`src/rtl/fan_run_controller.sv`:
```
// Fan motor run sequencer: power/speed/sleep-timer events drive a soft-start /
// soft-stop FSM that ramps the PWM duty toward the selected speed level.
module fan_run_controller #(
  parameter logic [7:0] DUTY_L1    = 8'd85,
  parameter logic [7:0] DUTY_L2    = 8'd170,
  parameter logic [7:0] DUTY_L3    = 8'd255,
  parameter logic [7:0] RAMP_STEP  = 8'd5,
  parameter logic [7:0] RAMP_TICKS = 8'd10
) (
  input  logic       clk,
  input  logic       reset_p,
  input  logic       tick,
  input  logic       btn_power,
  input  logic       btn_speed,
  input  logic       timer_expired,
  output logic [7:0] duty,
  output logic [1:0] speed_level,
  output logic       fan_on,
  output logic       timer_clear,
  output logic [1:0] state_dbg
);

  typedef enum logic [1:0] {
    S_IDLE = 2'd0,
    S_RAMP = 2'd1,
    S_RUN  = 2'd2,
    S_STOP = 2'd3
  } state_e;

  state_e     state_q, state_d;
  logic [7:0] duty_q, duty_d;
  logic [7:0] cnt_q, cnt_d;
  logic [1:0] level_q, level_d;
  logic       fan_on_q, fan_on_d;
  logic       tclr_q, tclr_d;
  logic       level_adv;
  logic [7:0] target;
  logic       ramp_active;
  logic       step_hit;
  logic [8:0] up_sum;
  logic [8:0] dn_diff;
  logic [7:0] duty_step;

  // State register and all registered outputs
  always_ff @(posedge clk or posedge reset_p) begin
    if (reset_p) begin
      state_q  <= S_IDLE;
      duty_q   <= 8'd0;
      cnt_q    <= 8'd0;
      level_q  <= 2'd1;
      fan_on_q <= 1'b0;
      tclr_q   <= 1'b0;
    end else begin
      state_q  <= state_d;
      duty_q   <= duty_d;
      cnt_q    <= cnt_d;
      level_q  <= level_d;
      fan_on_q <= fan_on_d;
      tclr_q   <= tclr_d;
    end
  end

  // Next-state decode; priority is power > expired > speed
  always_comb begin
    state_d   = state_q;
    level_adv = 1'b0;
    tclr_d    = 1'b0;
    case (state_q)
      S_IDLE: begin
        if (btn_power) state_d = S_RAMP;
      end
      S_RAMP: begin
        if (btn_power) begin
          state_d = S_STOP;
          tclr_d  = 1'b1;
        end else if (timer_expired) begin
          state_d = S_STOP;
        end else if (btn_speed) begin
          level_adv = 1'b1;
        end else if (duty_q == target) begin
          state_d = S_RUN;
        end
      end
      S_RUN: begin
        if (btn_power) begin
          state_d = S_STOP;
          tclr_d  = 1'b1;
        end else if (timer_expired) begin
          state_d = S_STOP;
        end else if (btn_speed) begin
          level_adv = 1'b1;
          state_d   = S_RAMP;
        end
      end
      S_STOP: begin
        if (btn_power) state_d = S_RAMP;
        else if (duty_q == 8'd0) state_d = S_IDLE;
      end
      default: state_d = S_IDLE;
    endcase
  end

  // Ramp datapath: target select, tick counter and saturating duty step
  always_comb begin
    case (level_q)
      2'd2:    target = DUTY_L2;
      2'd3:    target = DUTY_L3;
      default: target = DUTY_L1;
    endcase
    if (state_q == S_STOP) target = 8'd0;

    level_d = level_q;
    if (level_adv) level_d = (level_q == 2'd3) ? 2'd1 : 2'(level_q + 2'd1);

    fan_on_d = (state_d != S_IDLE);

    // Counter only runs while staying in a ramping state with no level change
    ramp_active = ((state_q == S_RAMP) || (state_q == S_STOP)) &&
                  (state_d == state_q) && !level_adv;
    step_hit    = ramp_active && tick && (8'(cnt_q + 8'd1) == RAMP_TICKS);

    up_sum  = 9'(duty_q) + 9'(RAMP_STEP);
    dn_diff = 9'(duty_q) - 9'(RAMP_STEP);
    if (duty_q < target)
      duty_step = (up_sum > 9'(target)) ? target : up_sum[7:0];
    else
      duty_step = (dn_diff[8] || (dn_diff[7:0] < target)) ? target : dn_diff[7:0];

    duty_d = duty_q;
    cnt_d  = cnt_q;
    if (!ramp_active) begin
      cnt_d = 8'd0;
    end else if (step_hit) begin
      cnt_d  = 8'd0;
      duty_d = duty_step;
    end else if (tick) begin
      cnt_d = 8'(cnt_q + 8'd1);
    end
  end

  assign duty        = duty_q;
  assign speed_level = level_q;
  assign fan_on      = fan_on_q;
  assign timer_clear = tclr_q;
  assign state_dbg   = state_q;

endmodule

```
`config.mk`:
```
export PLATFORM = sky130hd
export DESIGN_NAME = fan_run_controller
export DESIGN_NICKNAME = d
export VERILOG_FILES = /design/src/rtl/fan_run_controller.sv
export SDC_FILE = /design/constraint.sdc
export NUM_CORES = 1
export LEC_CHECK = 0
export CAP_MARGIN = 20
export CORE_MARGIN = 2
export CORE_UTILIZATION = 60
export DETAILED_ROUTE_END_ITERATION = 16
export MAX_ROUTING_LAYER = met4
export PLACE_DENSITY_LB_ADDON = 0.05
export SETUP_SLACK_MARGIN = 0.15
export SLEW_MARGIN = 20
export SYNTH_ARGS = -nofsm -noshare
export SYNTH_HDL_FRONTEND = slang
export SYNTH_SLANG_ARGS = --single-unit
```
`constraint.sdc`:
```
create_clock -name clk -period 7.5 [get_ports clk]
set_input_delay 1.875 -clock clk [delete_from_list [all_inputs] [get_ports clk]]
set_output_delay 1.875 -clock clk [all_outputs]
set_load 0.005 [all_outputs]
```
# Yosys cells after proc, flatten, opt, wreduce, memory -nomap -nowiden
# Cells that the tools add are included.
classes:
  addsub: 4
  order_cmp: 3
  eq_ne: 9
  mux: 26
  reduce_logical: 12
ops:
  columns: ["op", "count"]
  rows:
  - ["8-bit 2-to-1 mux", 7]
  - ["2-bit 2-to-1 mux", 11]
  - ["8-bit less-than comparator", 2]
  - ["8-bit one-hot mux with 2 select lines", 1]
  - ["8-bit by 3-bit adder with 9-bit output, second input constant", 1]
  - ["9-bit by 8-bit greater-than comparator with 1-bit output", 1]
  - ["8-bit by 3-bit subtractor with 9-bit output, second input constant", 1]
  - ["8-bit by 1-bit adder with 8-bit output, second input constant", 1]
  - ["2-bit equality test, second input constant", 4]
  - ["8-bit by 4-bit equality test with 1-bit output, second input constant", 1]
  - ["8-bit equality test", 1]
  - ["8-bit zero test", 1]
  - ["2-bit one-hot mux with 4 select lines", 1]
  - ["1-bit 2-to-1 mux", 6]
  - ["1-bit logical AND", 4]
  - ["3-bit by 2-bit != test with 1-bit output, second input constant", 1]
  - ["2-bit by 1-bit adder with 2-bit output, second input constant", 1]
  - ["2-bit by 1-bit equality test with 1-bit output, second input constant", 1]
  - ["2-bit equality test", 1]
  - ["2-bit zero test", 1]
  - ["1-bit logical OR", 2]
  - ["2-bit AND reduction", 1]
  - ["2-bit nonzero test", 1]
  - ["2-bit OR reduction", 1]
  - ["1-bit zero test", 1]
word_totals:
  reg_bits: 22
  input_bits: 6

# Longest topological paths before layout
depth:
  depth_word: 16
  mapped_depth: 15

# Worst setup path after synthesis
# OpenSTA, ideal clock, no wires.
synth_path:
  path_type: "input to register"
  startpoint: "input btn_power"
  endpoint: "register duty_q[1], in the netlist duty[1]"
  arrival_time_ns: 4.205
  required_ns: 7.357
  setup_slack_ns: 3.152
  stages: 10
  n_path_buf: 3
  cell_sequence: "buf_6 -> or4b_1 -> o221ai_4 -> a311oi_1 -> or4_4 -> buf_6 -> or3b_4 -> buf_6 -> a211oi_2 -> a22oi_1"
synth_between:
  elab_chain_cells: 8
  elab_cells_between_ends: 14
synth_lines:
  columns: ["element", "line_no", "text"]
  rows:
  - ["start, declared", "13", "input logic btn_power,"]
  - ["2-bit 2-to-1 mux (on tied branches)", null, null]
  - ["2-bit one-hot mux with 4 select lines", "68", "case (state_q)"]
  - ["2-bit equality test", "119", "(state_d == state_q) && !level_adv;"]
  - ["1-bit logical AND", "118", "ramp_active = ((state_q == S_RAMP) || (state_q == S_STOP)) &&"]
  - ["1-bit logical AND *", "119", null]
  - ["1-bit logical AND (2 in series)", "120", "step_hit = ramp_active && tick && (8'(cnt_q + 8'd1) == RAMP_TICKS);"]
  - ["2-bit AND reduction (no source line) *", null, null]
  - ["end signal, assigned", "55", "duty_q <= duty_d;"]
  - ["end, declared", "31", "logic [7:0] duty_q, duty_d;"]
# Mark *: on every way between the ends. The rest lies on a longest branch, timed or not.
# A chain may end at the register's enable or synchronous reset.

# Worst setup path after layout
# Same ends and word-level chain as after synthesis.

==> results.cfg <==
[run]
drv_cap = 0

[clock_tree]
h-tree-depth = 1
cts_setup_buffers = 0
clk_path_buf_depth = 2
cts.clk_slew.worst_paths_ps = 90
clkSinkCount = 22
cts_tree = built
numCtsBuffers = 3
insertion_delay_ps = 270
post_cts_resized = 0
postCtsHoldBufs = 0
root_buffer = clkbuf_8

[run_status]
status = finished, final reports clean

[yosys]
synthesis.nets = 318
synth_area_mm2 = 0.002381
synth_edf_count = 0
yosysTopAreaCell = dfrtp_1
synthArstFlopShare_pct = 100.0
ys_top_cells_by_area = dfrtp_1, ha_1, nor2_1, xnor2_1, a21oi_1
ys_seq_elements = 22
seq_area_frac_synth_pct = 23.17
ys_types = 61
yosysWarnings = 0
netlist_instances = 278
syn_area_per_cell_um2 = 8.565
synth_ff_type = dfrtp_1
netlist.area_leader.share_pct = 22.07

[pwr]
peakVddDrop_mv = 0.1886
power.density_mw_per_mm2 = 274.9
leakage_nw = 1.116
total_power_mw = 0.7247

[timing]
max_freq_mhz = 215.5
final_max_slew_viol_count = 0
min_period_over_period_pct = 61.88
fin_crit_ps = 4641
fin_tns_setup_ps = 0
timing.final.ws_setup_ps = 2859
final-setup-viol-count = 0
rsz0062_at_grt = false
worstMarginPinSlew_ps = 836.0
finalHoldViolations = 0
slew_headroom_pct = 44.20
clock-skew-final_ps = 7.099

[floorplanning]
rows = 22
chipHeight_um = 67.00
initial_core_util_pct = 63.60
die_area_mm2 = 0.004488
core_area_mm2 = 0.003744
die-width_um = 67.00
io_pins = 20

[finish]
area_growth_pct = 10.72
diodes = 0
stdcell_count = 340
layout_commonest_cell = ha_1
num-nets-final = 333
drive_gt1_share_pct = 7.192
layout_common_cells = ha_1, nor2_1, dfrtp_1

[critical_path]
critPathArrivalTime_ps = 4770
crit_path_end_kind = flop
path_max_fanout = 11
cp.required_ps = 7630
start_kind = input pin
crit_type = input pin to flop

[drt]
routed_wirelength_um = 5472
postRouteAntennaNets = 0
drc = 0
drt-wirelength-per-cell_um = 16.09
drt-pass1-iter-count = 4
num_vias = 2114
drt_iter0_drc = 193
vias_per_cell = 6.218

[placement]
io_buffer_count = 19
dpl.hpwl_um = 4076
dp.cells = 336
place_congestion = 0.9930
preCtsSetupSlack_ps = 2602

[global_routing]
grt_pass1_wl_um = 9308
grt_use_total_pct = 27.95
grt_start_max_net_pins = 23
antenna_found_initial = 0
grt-ovfl-total = 0
grt_pass1_vias = 1991

[min_path]
worstHoldPathType = flop to flop
critical path, cell delays in order:
cell	delay, ps
clkdlybuf4s50_1	570
or4b_1	630
o221ai_4	190
a311oi_1	120
or4_4	610
or3b_4	490
a211oi_2	190
a22oi_1	100
cells in the mapped netlist (all sizes together), types with 6 or more instances:
cell   instances
ha            34
nor2          27
dfrtp         21
a21oi         19
inv           18
nand2         12
o21ai         11
xnor2         11
buf            9
a31oi          7
nand4          7
xor2           7
nor3           6
worst paths after layout:
path	cells past startpoint	slack [ps]	to	start
worst max-delay path	8	2860	duty[1]$_DFFE_PP0P_	btn_power
worst min-delay path	2	540	speed_level[0]$_DFFE_PP1P_	speed_level[0]$_DFFE_PP1P_
worst max register to register	10	3340	duty[1]$_DFFE_PP0P_	state_dbg[0]$_DFF_PP0_
worst min register to register	2	540	speed_level[0]$_DFFE_PP1P_	speed_level[0]$_DFFE_PP1P_
max in group asynchronous	2	4890	speed_level[1]$_DFFE_PP0P_	reset_p
min in group asynchronous	2	2090	cnt_q[2]$_DFFE_PP0P_	reset_p
registers in the layout, summed over array words and instances (netlist names):
register,flops
speed_level,2
duty,8
timer_clear,1
state_dbg,2
fan_on,1
cnt_q,8
through the flow:
stage | hold WS (ps) | instance area (um^2) | util [%]
after detailed placement | 524.8 | 2565 | 68.52
after global placement | 521.8 | 2565 | 68.52
after global routing | 570.5 | 2636 | 70.42
after CTS | 537.3 | 2636 | 70.42
final | 536.3 | 2636 | 70.42
after floorplan | 514.2 | 2381 | -
where the power goes:
group	internal (mW)	switching, mW	total (mW)	leakage (nW)
sequential	0.138	0.0255	0.164	0.281
combinational	0.191	0.258	0.449	0.800
clock	0.0713	0.0404	0.112	0.0357
layout make-up:
type	count	area, um^2
Sequential cell	22	551.8
Clock buffer	3	41.29
Multi-Input combinational cell	228	1688
Inverter	18	67.56
Tap cell	48	60.06
Timing Repair Buffer	20	197.7
Clock inverter	1	30.03
Fill cell	329	1107
routing by layer:
layer	track usage [%]	vias up	part of all wire (%)
met5	-	-	0
met4	5.102	0	0.77
met3	4.392	6	6.0
met2	44.00	60	44
met1	38.45	990	49
li1	-	1058	-
cell families after synthesis:
family / after synthesis / share of synthesized area (%)
AND/OR/NAND/NOR: 104 / 24.86
buffers and inverters: 28 / 5.937
adder cells (fa/ha/maj): 34 / 17.87
XOR/XNOR: 18 / 6.621
AO/OA/AOI/OAI: 72 / 21.55
flip-flops: 22 / 23.17
Note: power is estimated with default switching activity, not from simulation.
